File: src/rtl/mem_stage.sv
`default_nettype none
// ============================================================================
// Module   : mem_stage
// Purpose  : RISC-V MEM stage; runs loads/stores over a req/done handshake
//            and sign/zero-extends load data before writeback.
// Revision : 1.0 - initial release
// ============================================================================
module mem_stage (
    input  logic        clk,
    input  logic        rst,
    input  logic [5:0]  stall,
    input  logic [4:0]  wd_i,
    input  logic        wreg_i,
    input  logic [31:0] wdata_i,
    input  logic [7:0]  aluop_i,
    input  logic [2:0]  alusel_i,
    input  logic [31:0] ma_addr_i,
    output logic        mem_req_o,
    output logic        mem_we_o,
    output logic [31:0] mem_addr_o,
    output logic [31:0] mem_wdata_o,
    output logic [2:0]  mem_len_o,
    input  logic        mem_done_i,
    input  logic [31:0] mem_rdata_i,
    output logic [4:0]  wd_o,
    output logic        wreg_o,
    output logic [31:0] wdata_o,
    output logic        stallreq_o
);

    localparam logic [7:0] C_EXE_LB_OP   = 8'b1110_0000;
    localparam logic [7:0] C_EXE_LH_OP   = 8'b1110_0001;
    localparam logic [7:0] C_EXE_LW_OP   = 8'b1110_0011;
    localparam logic [7:0] C_EXE_LBU_OP  = 8'b1110_0100;
    localparam logic [7:0] C_EXE_LHU_OP  = 8'b1110_0101;
    localparam logic [7:0] C_EXE_SB_OP   = 8'b1110_1000;
    localparam logic [7:0] C_EXE_SH_OP   = 8'b1110_1001;
    localparam logic [7:0] C_EXE_SW_OP   = 8'b1110_1011;
    localparam logic [4:0] C_NOP_REG_ADDR = 5'd0;

    typedef enum logic [1:0] {
        ST_IDLE = 2'd0,
        ST_BUSY = 2'd1,
        ST_DONE = 2'd2
    } state_t;

    state_t      r_state;
    logic [31:0] r_rdata_q;

    logic        w_is_load;
    logic        w_is_store;
    logic        w_is_mem;
    logic [2:0]  w_len;
    logic [31:0] w_load_ext;
    logic        w_unused;

    assign w_unused = ^{stall[5], stall[3:0], alusel_i};

    always_comb begin
        w_is_load  = 1'b0;
        w_is_store = 1'b0;
        w_len      = 3'd4;
        case (aluop_i)
            C_EXE_LB_OP, C_EXE_LBU_OP: begin w_is_load  = 1'b1; w_len = 3'd1; end
            C_EXE_LH_OP, C_EXE_LHU_OP: begin w_is_load  = 1'b1; w_len = 3'd2; end
            C_EXE_LW_OP:               begin w_is_load  = 1'b1; w_len = 3'd4; end
            C_EXE_SB_OP:               begin w_is_store = 1'b1; w_len = 3'd1; end
            C_EXE_SH_OP:               begin w_is_store = 1'b1; w_len = 3'd2; end
            C_EXE_SW_OP:               begin w_is_store = 1'b1; w_len = 3'd4; end
            default: ;
        endcase
        w_is_mem = w_is_load | w_is_store;
    end

    always_comb begin
        case (aluop_i)
            C_EXE_LB_OP:  w_load_ext = {{24{r_rdata_q[7]}},  r_rdata_q[7:0]};
            C_EXE_LBU_OP: w_load_ext = {24'd0,               r_rdata_q[7:0]};
            C_EXE_LH_OP:  w_load_ext = {{16{r_rdata_q[15]}}, r_rdata_q[15:0]};
            C_EXE_LHU_OP: w_load_ext = {16'd0,               r_rdata_q[15:0]};
            default:      w_load_ext = r_rdata_q;
        endcase
    end

    // Leaving DONE only via IDLE guarantees a held op is never reissued.
    always_ff @(posedge clk) begin
        if (rst) begin
            r_state   <= ST_IDLE;
            r_rdata_q <= 32'd0;
        end else begin
            case (r_state)
                ST_IDLE: if (w_is_mem) r_state <= ST_BUSY;
                ST_BUSY: begin
                    if (mem_done_i) begin
                        r_rdata_q <= mem_rdata_i;
                        r_state   <= ST_DONE;
                    end
                end
                ST_DONE: if (!stall[4]) r_state <= ST_IDLE;
                default: r_state <= ST_IDLE;
            endcase
        end
    end

    always_comb begin
        wd_o        = C_NOP_REG_ADDR;
        wreg_o      = 1'b0;
        wdata_o     = 32'd0;
        stallreq_o  = 1'b0;
        mem_req_o   = 1'b0;
        mem_we_o    = 1'b0;
        mem_addr_o  = 32'd0;
        mem_wdata_o = 32'd0;
        mem_len_o   = 3'd0;
        if (!rst) begin
            wd_o = wd_i;
            if ((r_state == ST_BUSY) || ((r_state == ST_IDLE) && w_is_mem)) begin
                // Load result stays zero here so nothing stale is forwarded.
                mem_req_o   = 1'b1;
                stallreq_o  = 1'b1;
                mem_we_o    = w_is_store;
                mem_addr_o  = ma_addr_i;
                mem_wdata_o = wdata_i;
                mem_len_o   = w_len;
            end else if ((r_state == ST_DONE) && w_is_mem) begin
                if (w_is_load) begin
                    wreg_o  = wreg_i;
                    wdata_o = w_load_ext;
                end
            end else begin
                wreg_o  = wreg_i;
                wdata_o = wdata_i;
            end
        end
    end

endmodule
`default_nettype wire

File: config.mk
export PLATFORM = sky130hd
export DESIGN_NAME = mem_stage
export DESIGN_NICKNAME = d
export VERILOG_FILES = /design/src/rtl/mem_stage.sv
export SDC_FILE = /design/constraint.sdc
export NUM_CORES = 1
export LEC_CHECK = 0
export BUFFER_PORTS_ARGS = -buffer_cell sky130_fd_sc_hd__buf_2
export CORE_AREA = 4 4 88 90
export DETAILED_ROUTE_END_ITERATION = 7
export DIE_AREA = 0 0 92 94
export PLACE_DENSITY = 0.77
export SYNTH_ARGS = -nofsm -noshare
export SYNTH_HDL_FRONTEND = slang
export SYNTH_SLANG_ARGS = --single-unit
File: constraint.sdc
create_clock -name clk -period 4.1 [get_ports clk]
set_input_delay 0.615 -clock clk [delete_from_list [all_inputs] [get_ports clk]]
set_output_delay 0.615 -clock clk [all_outputs]
set_load 0.01 [all_outputs]
==> impl_metrics.py <==
metrics = {
    "outcome": {
        "status": "finished clean",
    },
    "worst_setup_path": {
        "crit_type": "in -> out",
        "critPathArrivalTime_ns": 2.63,
        "cp-start-kind": "input pin",
        "cp.required_ns": 3.48,
        "cp-end-kind": "output pin",
        "cp_max_fo": 57,
    },
    "global_route": {
        "grt_usage_pct": 19.2,
        "grt_pass1_vias": 2783,
        "gr-total-overflow": 0,
        "antenna_found_initial": 0,
        "grt_first_pass_wirelength_um": 13600,
        "grt_start_max_net_pins": 58,
    },
    "yosys": {
        "mappedNetlistNets": 476,
        "synth_ff_type": "dfxtp_1",
        "ys_seq_area_share_pct": 28.3,
        "synth_seq_cells": 34,
        "synthesis.area_sq_um": 2400,
        "synthTopCellsByCount": "nand2_1 (88), and2_1 (66), a21oi_1 (51), dfxtp_1 (34), nor2_1 (18)",
        "synth_top_area_share_pct": 28.3,
        "synth_top_area_cell": "dfxtp_1",
        "synth-edff-count": 0,
        "ys_warn_count": 0,
        "ys_top_cells_by_area": "dfxtp_1 (28%), and2_1 (17%), nand2_1 (14%)",
        "netlist_instances": 354,
        "yosysMostFrequentCell": "nand2_1",
        "synth_cell_type_count": 34,
        "async_flop_share_pct": 0,
        "syn_area_per_cell_sq_um": 6.79,
    },
    "clocking": {
        "clkTransAtPathRegs_ns": 0.07,
        "clock_latency_ns": 0.28,
        "cts_setup_buffers": 0,
        "numCtsBuffers": 5,
        "cts_buffer_depth": 2,
        "clock-sinks": 34,
        "ctsHoldBuffers": 0,
        "cts_root_buffer": "clkbuf_8",
        "cts.repair.resized": 0,
        "cts_tree": "built",
        "htree_levels": 2,
    },
    "timing": {
        "tightestPinTransition_ns": 1.20,
        "hold_viol_final": 0,
        "period_needed_ns": 3.25,
        "slew_headroom_pct": 20.0,
        "rsz0062_at_grt": "false",
        "tns_ns": 0,
        "fin_skew_ns": 0.00532,
        "final.setup.worst_slack_ns": 0.853,
        "min_period_over_period_pct": 79.2,
        "drv_slew": 0,
        "max_freq_ghz": 0.308,
        "finalSetupViolations": 0,
    },
    "routing": {
        "vias_per_cell": 4.70,
        "drt_first_pass_iters": 4,
        "first_iter_violations": 92,
        "wirelength_um": 8920,
        "routed-via-count": 3102,
        "drc_errors": 0,
        "ant_nets": 0,
        "drt-wirelength-per-cell_um": 13.5,
    },
    "finish": {
        "layout-drive-gt1-share_pct": 43.9,
        "final_nets": 682,
        "syn_to_final_growth_pct": 52.7,
        "n_fill_cell": 726,
        "antenna_cells": 0,
    },
    "floorplanning": {
        "die_y_um": 94,
        "initial_core_util_pct": 34.0,
        "std_cell_rows": 31,
        "core_area_sq_um": 7060,
        "die_x_um": 92,
        "ios": 230,
        "die_area_sq_um": 8650,
    },
    "hold_path": {
        "hold_class": "reg -> reg",
    },
    "placement": {
        "place_ws_ns": 0.834,
        "finalWeightedCongestion": 0.768,
        "hpwlAfterDp_um": 6960,
        "numPortBuffers": 221,
    },
    "power_and_ir_drop": {
        "pwr-share-comb_pct": 23.0,
        "peakVddDrop_mv": 0.215,
        "sw_frac_of_total_pct": 27.5,
        "p_switching_w": 0.000209,
        "leakage_nw": 1.89,
        "pwr-share-clk_pct": 32.9,
        "p_int_w": 0.000552,
        "seqPwrFrac_pct": 44.1,
        "p_per_area_nw_per_um2": 207,
    },
    "job": {
        "drv_cap": 0,
    },
}
registers in the layout, summed over array words and instances (netlist names):
| signal | flops |
|---|---|
| r_rdata_q | 32 |
| r_state | 2 |
path summary, 6_finish.rpt:
kind | start | end | slack, ns | depth (start not counted)
worst max-delay path | aluop_i[2] | mem_len_o[0] | 0.85 | 7
worst min register to register | r_rdata_q[20] | r_rdata_q[20] | 0.45 | 2
worst min-delay path | r_rdata_q[20] | r_rdata_q[20] | 0.45 | 2
worst max register to register | r_state[0] | r_rdata_q[2] | 2.16 | 5
metal layers:
| layer | up-vias | share of wire [%] | GRT usage [%] |
|---|---|---|---|
| li1 | 1585 | - | - |
| met2 | 132 | 49 | 33.0 |
| met5 | - | 0 | 0 |
| met4 | 0 | 1.8 | 6.56 |
| met3 | 12 | 7.3 | 4.17 |
| met1 | 1373 | 42 | 23.7 |
power groups by stage:
stage	Clock, W	Combinational (W)	Sequential (W)
floorplan	0	0.0000762	0.000342
global placement	0	0.000173	0.000343
detailed placement	0	0.000175	0.000343
CTS	0.000258	0.000176	0.000335
global route	0.000271	0.000193	0.000335
finish	0.000250	0.000175	0.000335
critical path, cell delays in order:
cell	delay, ns
buf_2	0.14
nand2b_1	0.25
a211o_1	0.40
a211oi_4	0.62
buf_12	0.27
and3_1	0.18
buf_2	0.12
area by class of cell:
type | count | area (sq um) | share of cell area, %
Clock inverter | 1 | 5.00 | 0.136
Multi-Input combinational cell | 287 | 1590 | 43.2
Inverter | 4 | 15.0 | 0.409
Tap cell | 99 | 124 | 3.38
Clock buffer | 7 | 86.3 | 2.35
Sequential cell | 34 | 681 | 18.6
Timing Repair Buffer | 228 | 1170 | 31.9
through the flow:
step | hold WS, ns | area (sq um) | power (W) | cells | util (%)
global route | 0.475 | 3670 | 0.000799 | 660 | 52.0
floorplan | 0.433 | 2400 | 0.000418 | 354 | -
global placement | 0.439 | 3580 | 0.000515 | 652 | 50.7
CTS | 0.454 | 3670 | 0.000769 | 660 | 52.0
finish | 0.455 | 3670 | 0.000761 | 660 | 52.0
detailed placement | 0.444 | 3580 | 0.000518 | 652 | 50.7
kinds of logic after synthesis:
group | after synthesis | synth area share [%]
buffers and inverters | 33 | 6.20
DFF | 34 | 28.3
AOI/OAI and AO/OA | 95 | 25.4
and+or+nand+nor | 192 | 40.1
cell usage in the layout (no fill, tap or decap), drive strengths merged:
| cell type | netlist | layout |
|---|---|---|
| o41ai | 1 | 1 |
| and2 | 66 | 66 |
| clkbuf | 20 | 7 |
| buf | 9 | 228 |
| clkinv | 0 | 1 |
| a22oi | 8 | 8 |
| nor2 | 18 | 18 |
| or4b | 1 | 1 |
| a21oi | 52 | 52 |
| and3b | 1 | 1 |
| nor3b | 1 | 1 |
| nor2b | 7 | 7 |
| inv | 4 | 4 |
| nor3 | 1 | 1 |
| o21ai | 17 | 17 |
| nor4 | 1 | 1 |
| dfxtp | 34 | 34 |
| nand4b | 1 | 1 |
| a211oi | 11 | 11 |
| a2111o | 1 | 1 |
| a211o | 1 | 1 |
| nand3 | 1 | 1 |
| or2 | 1 | 1 |
| a2111oi | 4 | 4 |
| nand2b | 3 | 3 |
| and3 | 2 | 2 |
| nand2 | 88 | 88 |
(Power assumes the default switching activity.)
